[config.mk]
export PLATFORM = sky130hd
export DESIGN_NAME = memory_layer_node_alloc_arb
export DESIGN_NICKNAME = d
export VERILOG_FILES = /design/src/rtl/memory_layer_node_alloc_arb.sv
export SDC_FILE = /design/constraint.sdc
export NUM_CORES = 1
export LEC_CHECK = 0
export CAP_MARGIN = 0
export CORE_UTILIZATION = 60
export CTS_CLUSTER_DIAMETER = 200
export DETAILED_ROUTE_END_ITERATION = 6
export MAX_ROUTING_LAYER = met4
export PLACE_DENSITY_LB_ADDON = 0.25
export SLEW_MARGIN = 30
export SYNTH_ARGS = -nofsm -noshare
export SYNTH_HDL_FRONTEND = slang
export SYNTH_SLANG_ARGS = --single-unit
[constraint.sdc]
create_clock -name clk -period 5.27 [get_ports clk]
set_input_delay 0.527 -clock clk [delete_from_list [all_inputs] [get_ports clk]]
set_output_delay 0.527 -clock clk [all_outputs]
set_load 0.005 [all_outputs]
[src/rtl/memory_layer_node_alloc_arb.sv]
// ---------------------------------------------------------------------------
// memory_layer_node_alloc_arb
//
// Shared per-class node counter bank for the GAM memory layer. NUM_REQ
// learning lanes compete for it through a round-robin arbiter. A granted
// request reads the counter of its class and increments it, then returns
// the allocated node index. A class that has reached NODE_MAX is refused
// instead (ack_deny). A per-class clear and a combinational count query for
// the recall path are also provided.
//
// Ports:
//   clk            rising-edge clock
//   rst_n          asynchronous active-low reset
//   req            level request per requester, held until its ack
//   req_class      class per requester, slice [i*CLASS_W +: CLASS_W]
//   ack            one-hot, one-cycle completion pulse
//   ack_node_idx   allocated node index, valid with ack
//   ack_deny       class full and nothing allocated, valid with ack
//   clear_en       one-cycle pulse that zeroes counter clear_class
//   clear_class    class to clear
//   query_class    class to read
//   query_count    combinational count of query_class
//   busy           transaction in progress (FSM not idle)
//   deny_count     saturating count of denied grants
//                  (present only with GAM_NODE_DENY_CNT_EN defined)
//
// Optional feature macro: GAM_NODE_DENY_CNT_EN
// ---------------------------------------------------------------------------
module memory_layer_node_alloc_arb #(
    parameter int NUM_REQ   = 4,
    parameter int NUM_CLASS = 8,
    parameter int CLASS_W   = 3,
    parameter int NODE_W    = 8,
    parameter int NODE_MAX  = 255
) (
    input  logic                       clk,
    input  logic                       rst_n,
    input  logic [NUM_REQ-1:0]         req,
    input  logic [NUM_REQ*CLASS_W-1:0] req_class,
    output logic [NUM_REQ-1:0]         ack,
    output logic [NODE_W-1:0]          ack_node_idx,
    output logic                       ack_deny,
    input  logic                       clear_en,
    input  logic [CLASS_W-1:0]         clear_class,
    input  logic [CLASS_W-1:0]         query_class,
    output logic [NODE_W-1:0]          query_count,
    output logic                       busy
`ifdef GAM_NODE_DENY_CNT_EN
    ,
    output logic [15:0]                deny_count
`endif
);

    localparam int ID_W = (NUM_REQ > 1) ? $clog2(NUM_REQ) : 1;
    localparam logic [NODE_W-1:0] NODE_MAX_V = NODE_W'(NODE_MAX);

    localparam logic [1:0] ST_IDLE   = 2'd0;
    localparam logic [1:0] ST_UPDATE = 2'd1;
    localparam logic [1:0] ST_RESP   = 2'd2;

    logic [1:0]         state_r;
    logic [ID_W-1:0]    rr_r;
    logic [ID_W-1:0]    win_r;
    logic [CLASS_W-1:0] cls_r;
    logic [NODE_W-1:0]  idx_r;
    logic               deny_r;
    logic [NUM_REQ-1:0] ack_r;
    logic               clear_pend_r;
    logic [CLASS_W-1:0] clear_cls_r;
    logic [NODE_W-1:0]  count_r [NUM_CLASS];

    logic [ID_W-1:0]    win_s;
    logic [ID_W-1:0]    cand_s;
    logic               found_s;
    logic [ID_W-1:0]    rr_next_s;

    // Round-robin pick: first active requester at or after the rr pointer.
    always_comb begin
        win_s   = rr_r;
        cand_s  = rr_r;
        found_s = 1'b0;
        for (int k = 0; k < NUM_REQ; k++) begin
            cand_s  = ID_W'((int'(rr_r) + k) % NUM_REQ);
            win_s   = (!found_s && req[cand_s]) ? cand_s : win_s;
            found_s = found_s | req[cand_s];
        end
    end

    // Pointer moves one past the requester just served so it goes last next time.
    always_comb begin
        rr_next_s = (win_r == ID_W'(NUM_REQ - 1)) ? '0 : (win_r + ID_W'(1));
    end

    // Arbitration FSM, counter bank, deferred clear and response registers.
    always_ff @(posedge clk or negedge rst_n) begin
        if (!rst_n) begin
            state_r      <= ST_IDLE;
            rr_r         <= '0;
            win_r        <= '0;
            cls_r        <= '0;
            idx_r        <= '0;
            deny_r       <= 1'b0;
            ack_r        <= '0;
            clear_pend_r <= 1'b0;
            clear_cls_r  <= '0;
            for (int i = 0; i < NUM_CLASS; i++) begin
                count_r[i] <= '0;
            end
        end else begin
            case (state_r)
                ST_IDLE: begin
                    // A clear takes the whole idle cycle; a fresh pulse
                    // supersedes an older pending class (last one wins).
                    if (clear_en) begin
                        count_r[clear_class] <= '0;
                        clear_pend_r         <= 1'b0;
                    end else if (clear_pend_r) begin
                        count_r[clear_cls_r] <= '0;
                        clear_pend_r         <= 1'b0;
                    end else if (|req) begin
                        win_r   <= win_s;
                        cls_r   <= req_class[int'(win_s)*CLASS_W +: CLASS_W];
                        state_r <= ST_UPDATE;
                    end else begin
                        state_r <= ST_IDLE;
                    end
                end
                ST_UPDATE: begin
                    // Saturate instead of wrapping: a full class is refused.
                    if (count_r[cls_r] < NODE_MAX_V) begin
                        idx_r          <= count_r[cls_r];
                        count_r[cls_r] <= count_r[cls_r] + NODE_W'(1);
                        deny_r         <= 1'b0;
                    end else begin
                        idx_r          <= NODE_MAX_V;
                        deny_r         <= 1'b1;
                    end
                    ack_r   <= NUM_REQ'(1) << win_r;
                    state_r <= ST_RESP;
                    if (clear_en) begin
                        clear_pend_r <= 1'b1;
                        clear_cls_r  <= clear_class;
                    end else begin
                        clear_pend_r <= clear_pend_r;
                    end
                end
                ST_RESP: begin
                    ack_r   <= '0;
                    idx_r   <= '0;
                    deny_r  <= 1'b0;
                    rr_r    <= rr_next_s;
                    state_r <= ST_IDLE;
                    if (clear_en) begin
                        clear_pend_r <= 1'b1;
                        clear_cls_r  <= clear_class;
                    end else begin
                        clear_pend_r <= clear_pend_r;
                    end
                end
                default: begin
                    ack_r   <= '0;
                    idx_r   <= '0;
                    deny_r  <= 1'b0;
                    state_r <= ST_IDLE;
                end
            endcase
        end
    end

`ifdef GAM_NODE_DENY_CNT_EN
    logic [15:0] deny_cnt_r;

    // Saturating tally of denied grants; only rst_n clears it.
    always_ff @(posedge clk or negedge rst_n) begin
        if (!rst_n) begin
            deny_cnt_r <= 16'd0;
        end else if ((state_r == ST_RESP) && deny_r && (deny_cnt_r != 16'hFFFF)) begin
            deny_cnt_r <= deny_cnt_r + 16'd1;
        end else begin
            deny_cnt_r <= deny_cnt_r;
        end
    end

    assign deny_count = deny_cnt_r;
`endif

    assign ack          = ack_r;
    assign ack_node_idx = idx_r;
    assign ack_deny     = deny_r;
    assign busy         = (state_r != ST_IDLE);
    assign query_count  = count_r[query_class];

endmodule

==> reports/results.ini, run 1 <==
[grt]
grt_max_degree = 77
grt_usage = 0.3276
grt_pass1_wl_mm = 21.02
grt_pass1_vias = 3784
grt_antenna_before_repair = 0
grt-ovfl-total = 0

[min_path]
min_to = ack_node_idx[5]
min_from = ack_node_idx[5]
holdPathStages = 2
hp-class = reg2reg

[placed_design]
dp_hpwl_mm = 8.980
place_area_um2 = 5700
dp.cells = 556
routabilityCongestion = 0.8979
portBuffers = 46

[logic_synthesis]
yosysTopAreaCell = dfrtp_1
synth_flop_cell = dfrtp_1
ys_ff_latch = 90
synth.area.top_cells = dfrtp_1 43%, mux4_2 11%, a22o_1 11%, mux2_2 4.3%, mux2i_1 3.1%
synth-seq-area-share = 0.4302
synth_top_area_share = 0.4302
async_flop_share = 1.000
syn_avg_cell_area_um2 = 12.29
syn-cell-area_um2 = 5235
synth_most_common_cell = dfrtp_1
ys_types = 56
syn_nets = 459
synth_edf_count = 0
synth_common_cells = 90 x dfrtp_1, 63 x a22o_1, 27 x nand2_1
synth_warnings = 0
synthesis.instances = 426

[sta]
tightest_slew_ns = 0.8966
fin_tns_setup_ns = 0
setup_viol = 0
final_hold_viol_count = 0
hold_slack_ns = 0.4950
relSlewSlack = 0.4004
slew_violations = 0
rsz0062_at_grt = false
finalCritPeriodShare = 0.6615
skew_ns = 0.01282
fin_crit_ns = 3.486
max_freq_mhz = 286.8

[worst_setup_path]
crit_path_max_fanout = 18
worstReg2RegStart = cls_r[1]
crit_required_ns = 5.57
critPathKind = reg2reg
start_kind = register
endpoint_kind = register
worstRegToRegCells = 10
crit_arrival_ns = 3.79
r2r-end = count_r[47]
ff2ff_setup_slack_ns = 1.78

[cells_and_area]
nets = 496
drive_gt1_frac = 0.2115
fin_cells = 573
syn2layout_area_growth_pct = 12.52
diodes = 0
nFillCells = 626
final_cell_area_um2 = 5891

[pwr]
ir_drop_mv = 0.2400
switching_share = 0.4256
seq_power_share = 0.383
intPower_mw = 1.595
total_power_mw = 2.777
p_clk_frac = 0.158
p_switching_mw = 1.182
p_comb_frac = 0.459
p_leak_nw = 2.488
powerDensity_nw_per_um2 = 471.5

[die]
initial_core_util = 0.6277
die_h_um = 95.41
dieArea_um2 = 9102
die_w_um = 95.41
ios = 47
rows = 33
coreArea_um2 = 8341

[route]
drt_iter0_markers = 324
ant_nets = 0
wl_mm = 13.41
dr.pass1.iters = 5
wl_per_cell_um = 23.41
vias_per_cell = 6.876
vias = 3940
drc = 0

[clock_network]
cts_tree = built
clkSinkCount = 90
cts_buffer_depth = 2
cts_max_level = 3
numCtsBuffers = 9
ctsRootBufferMaster = clkbuf_8
clk_pin_slew_ns = 0.10
clock_latency_ns = 0.37

[job]
drv_cap = 0

[status]
status = finished clean

-- worst max-delay path by stage --
stage / slack, ns / end / depth (start not counted) / start
3_3_place_gp: 1.59 / query_count[6] / 4 / query_class[0]
3_5_place_dp: 1.86 / count_r[44] / 11 / cls_r[0]
4_1_cts: 1.85 / count_r[14] / 10 / cls_r[1]
5_1_grt: 1.55 / count_r[20] / 10 / cls_r[1]
2_1_floorplan: 2.64 / count_r[13] / 13 / cls_r[0]
6_report: 1.78 / count_r[47] / 10 / cls_r[1]
-- power groups by stage --
| stage | combinational (mW) | clock, mW | sequential, mW |
|---|---|---|---|
| 3_5_place_dp | 1.25 | 0 | 1.07 |
| 2_1_floorplan | 0.992 | 0 | 0.959 |
| 5_1_grt | 1.37 | 0.471 | 1.09 |
| 3_3_place_gp | 1.23 | 0 | 1.06 |
| 6_report | 1.27 | 0.439 | 1.06 |
| 4_1_cts | 1.26 | 0.442 | 1.05 |
-- per-layer routing --
metal | vias up | GRT usage | wire [um]
li1 | 1708 | - | -
met1 | 1983 | 0.4547 | 5606
met3 | 33 | 0.06459 | 1119
met2 | 216 | 0.4893 | 6358
met5 | - | - | 0
met4 | 0 | 0.1032 | 329
-- state kept, by name, indices dropped and copies added, names as in the netlist --
name          count
ack               4
ack_deny          1
ack_node_idx      8
clear_cls_r       3
clear_pend_r      1
cls_r             3
count_r          64
rr_r              2
state_r           2
win_r             2
-- worst max-delay path: stages (launching register included) --
cell	delay, ns
dfrtp_1	0.90
mux4_2	0.34
nor2_1	0.04
or2_1	0.36
clkinv_2	0.16
ha_1	0.18
inv_1	0.05
nor3_2	0.46
o2111ai_4	0.36
nand2_2	0.35
a22o_1	0.20
-- final cells by class --
class | count | area (um^2) | share of cell area
multi-input combinational | 302 | 2799 | 0.4751
timing repair buffer | 51 | 496.7 | 0.08432
tap | 105 | 131.4 | 0.02230
inverter | 9 | 35.03 | 0.005947
clock buffer | 10 | 127.6 | 0.02167
clock inverter | 6 | 48.80 | 0.008284
sequential | 90 | 2252 | 0.3823
-- repair_timing --
item | in CTS | in global routing
gates resized for setup | 0 | 0
hold buffers | 1 | 0
setup buffers | 0 | 0
hold endpoints to repair | 8 | 0
-- cells in the final DEF (no fill, tap or decap), types with 3 or more instances in the layout --
cell type         n
mux2_2           20
nand2b_1          4
nand2_2           8
inv_6             3
inv_1             8
a22o_1           63
nor2b_1           8
dfrtp_1          90
a32oi_1           3
nand2_1          27
a22oi_1           4
o2bb2ai_1         8
ha_1              8
a21oi_1           7
a21oi_4           8
mux2_1            3
mux2i_1          16
clkdlybuf4s50_1  44
clkbuf_8          9
mux4_2           25
buf_4             4
o21ai_0          15
nand3b_1          4
nor2_1           24
nand3_1           6
o22ai_1           5
-- per-stage QoR --
stage | setup WS (ns) | util
after floorplan | 2.641 | -
after global placement | 1.594 | 0.6841
after detailed placement | 1.863 | 0.6835
after CTS | 1.852 | 0.7058
after global routing | 1.548 | 0.7063
final | 1.784 | 0.7063
-- kinds of logic (layout without fill, tap and decap cells) --
logic type,after synthesis,in the layout,synth area share
mux,67,67,0.1989
fa+ha+maj,8,8,0.01912
xor+xnor,5,5,0.01124
compound gates,125,125,0.2060
simple gates,97,97,0.09943
flops,90,90,0.4302
buf+inv,34,76,0.03513
(Power assumes the default switching activity.)
==> inputs of run 2 (changes only) <==
CORE_UTILIZATION = 53   (was 60)
clock period = 2.9 ns   (was 5.27 ns; I/O delays follow)
==> run 2 against run 1 <==
Effect of this change: sequential cell count is the same; register-to-register slack lost 1.7 ns; critical path depth is the same; first-iteration DRC count shrank 40%; hold slack lost 0.016 ns; die area grew 13%; maximum frequency grew 25%; sequential power grew 77%; routed wire length shrank 2.9%; global-route usage shrank 3.7 points; power grew 92%; clock skew grew 0.0067 ns; largest cell class unchanged.
==> reports/results.ini, run 2 (same netlist as run 1, synthesis figures left out) <==
[sta]
final_hold_viol_count = 0  ; unchanged
setup_viol = 0  ; unchanged
rsz0062_at_grt = true
skew_ns = 0.01953  ; +0.006715 ns
tightest_slew_ns = 0.8053  ; -0.09132 ns
max_freq_mhz = 357.7  ; +25%
slew_violations = 0  ; unchanged
finalCritPeriodShare = 0.9640  ; +0.3024
relSlewSlack = 0.4593  ; +0.05890
hold_slack_ns = 0.4790  ; -0.01597 ns
fin_crit_ns = 2.795  ; -0.6908 ns

[worst_setup_path]
endpoint_kind = register
critPathKind = reg2reg
ff2ff_setup_slack_ns = 0.10  ; -1.68 ns
start_kind = register
startpoint = cls_r[1]
crit_path_end = count_r[34]
worstRegToRegCells = 10  ; unchanged
r2r-end = count_r[34]
crit_path_max_fanout = 9  ; -9
crit_arrival_ns = 3.05  ; -0.74 ns
crit_required_ns = 3.15  ; -2.42 ns
worstReg2RegStart = cls_r[1]

[clock_network]
clkSinkCount = 90  ; unchanged
cts_max_level = 3  ; unchanged
ctsRootBufferMaster = clkbuf_8
cts_buffer_depth = 2  ; unchanged
cts_tree = built
post-cts-setup-buffer-count = 0  ; unchanged
numCtsBuffers = 9  ; unchanged
clock_latency_ns = 0.37  ; about the same
clk_pin_slew_ns = 0.10  ; about the same

[grt]
grt_usage = 0.2906  ; -0.03702
grt_pass1_wl_mm = 21.59  ; +2.7%
grt_antenna_before_repair = 0  ; unchanged
grt_pass1_vias = 3938  ; +4.1%
grt-ovfl-total = 0  ; unchanged
grt_max_degree = 50  ; -35%

[die]
coreArea_um2 = 9415  ; +13%
initial_core_util = 0.5560  ; -0.07165
die_w_um = 101.4  ; +6.3%
dieArea_um2 = 10280  ; +13%
ios = 47  ; unchanged
die_h_um = 101.4  ; +6.3%
rows = 35  ; +6.1%

[cells_and_area]
top_register = count_r
drive_gt1_frac = 0.2444  ; +0.03281
largest_reg_flops = 64  ; unchanged
diodes = 0  ; unchanged
syn2layout_area_growth_pct = 17.07
final_cell_mix = 90 x dfrtp_1, 63 x a22o_1, 45 x clkdlybuf4s50_1
final_common_cell = dfrtp_1
nets = 515  ; +3.8%
nFillCells = 732  ; +17%

[pwr]
powerDensity_nw_per_um2 = 868.2  ; +84%
p_leak_nw = 2.599  ; +4.5%
total_power_mw = 5.321  ; +92%
ir_drop_mv = 0.4228  ; +76%

[route]
vias_per_cell = 6.416  ; -6.7%
ant_nets = 0  ; unchanged
drc = 0  ; unchanged
dr.pass1.iters = 5  ; unchanged
met2_wirelength_mm = 6.021  ; -5.3%
wl_per_cell_um = 21.15  ; -9.6%
route.met3.wl_um = 865  ; -23%
drt_iter0_markers = 194  ; -40%
vias = 3952  ; +0.30%
wl_mm = 13.03  ; -2.9%
drt-met1-wl_mm = 6.031  ; +7.6%
maxUsedRoutingLayer = met4

[min_path]
hp-class = in2async

[status]
status = finished clean

[placed_design]
dp_hpwl_mm = 9.669  ; +7.7%
routabilityCongestion = 0.8964  ; -0.17%
portBuffers = 46  ; unchanged

[job]
drv_cap = 0  ; unchanged

==> run 2: area by class of cell <==
type	instances	area, um^2	share of cell area
Inverter	9	35.03	0.005717
Clock inverter	6	57.56	0.009392
Clock buffer	10	137.6	0.02246
Timing Repair Buffer	70	678.2	0.1107
Sequential cell	90	2252	0.3675
Tap cell	129	161.4	0.02634
Multi-Input combinational cell	302	2806	0.4579
==> run 2: repair_timing <==
| action | in CTS | in global routing |
|---|---|---|
| hold buffers | 1 | 0 |
| gates resized for setup | 0 | 1 |
| setup endpoints to repair | 0 | 10 |
| endpoints found under the hold margin | 47 | 0 |
==> run 2: worst min-delay path by stage <==
stage / endpoint / slack, ns
6_report: ack[2] / 0.48
5_1_grt: ack_node_idx[5] / 0.51
4_1_cts: ack[2] / 0.49
3_5_place_dp: ack[2] / 0.35
3_3_place_gp: ack[3] / 0.35
2_1_floorplan: ack[0] / -0.006
==> run 2: where the power goes <==
| part | leakage [nW] | switching (mW) | internal, mW |
|---|---|---|---|
| clock network | 0.0927 | 0.492 | 0.351 |
| registers | 1.22 | 0.321 | 1.56 |
| logic | 1.29 | 1.38 | 1.22 |
| total | 2.60 | 2.19 | 3.13 |
==> run 2: metal layers <==
metal	vias to the layer above	GRT usage
met1	2022	0.4250
met5	-	-
li1	1752	-
met3	10	0.04417
met2	168	0.4275
met4	0	0.07023
==> run 2: critical path: stages, from the launching register on <==
cell and delay, ns:
dfrtp_1 0.42, mux2_1 0.33, a221o_1 0.37, a22o_4 0.29, ha_1 0.21, inv_1 0.06
nor3_2 0.06, buf_4 0.16, o2111ai_4 0.20, nand2_2 0.28, a22o_1 0.29
==> run 2: per-stage QoR <==
| step | instance area (um^2) | std cells | utilization | setup TNS, ns | worst slack [ns] |
|---|---|---|---|---|---|
| finish | 6128 | 616 | 0.6509 | 0 | 0.1045 |
| global route | 6128 | 616 | 0.6509 | -0.005942 | -0.005113 |
| CTS | 6121 | 616 | 0.6501 | 0 | 0.1338 |
| detailed placement | 5916 | 599 | 0.6283 | 0 | 0.1364 |
| global placement | 5916 | 599 | 0.6283 | 0 | 0.1731 |
| floorplan | 5235 | 426 | - | 0 | 0.2711 |
==> inputs of run 3 (changes only) <==
CTS_CLUSTER_DIAMETER = 40   (was 200)
==> results of run 3 <==
No change in the layout: final DEF, timing and power equal those of run 2.
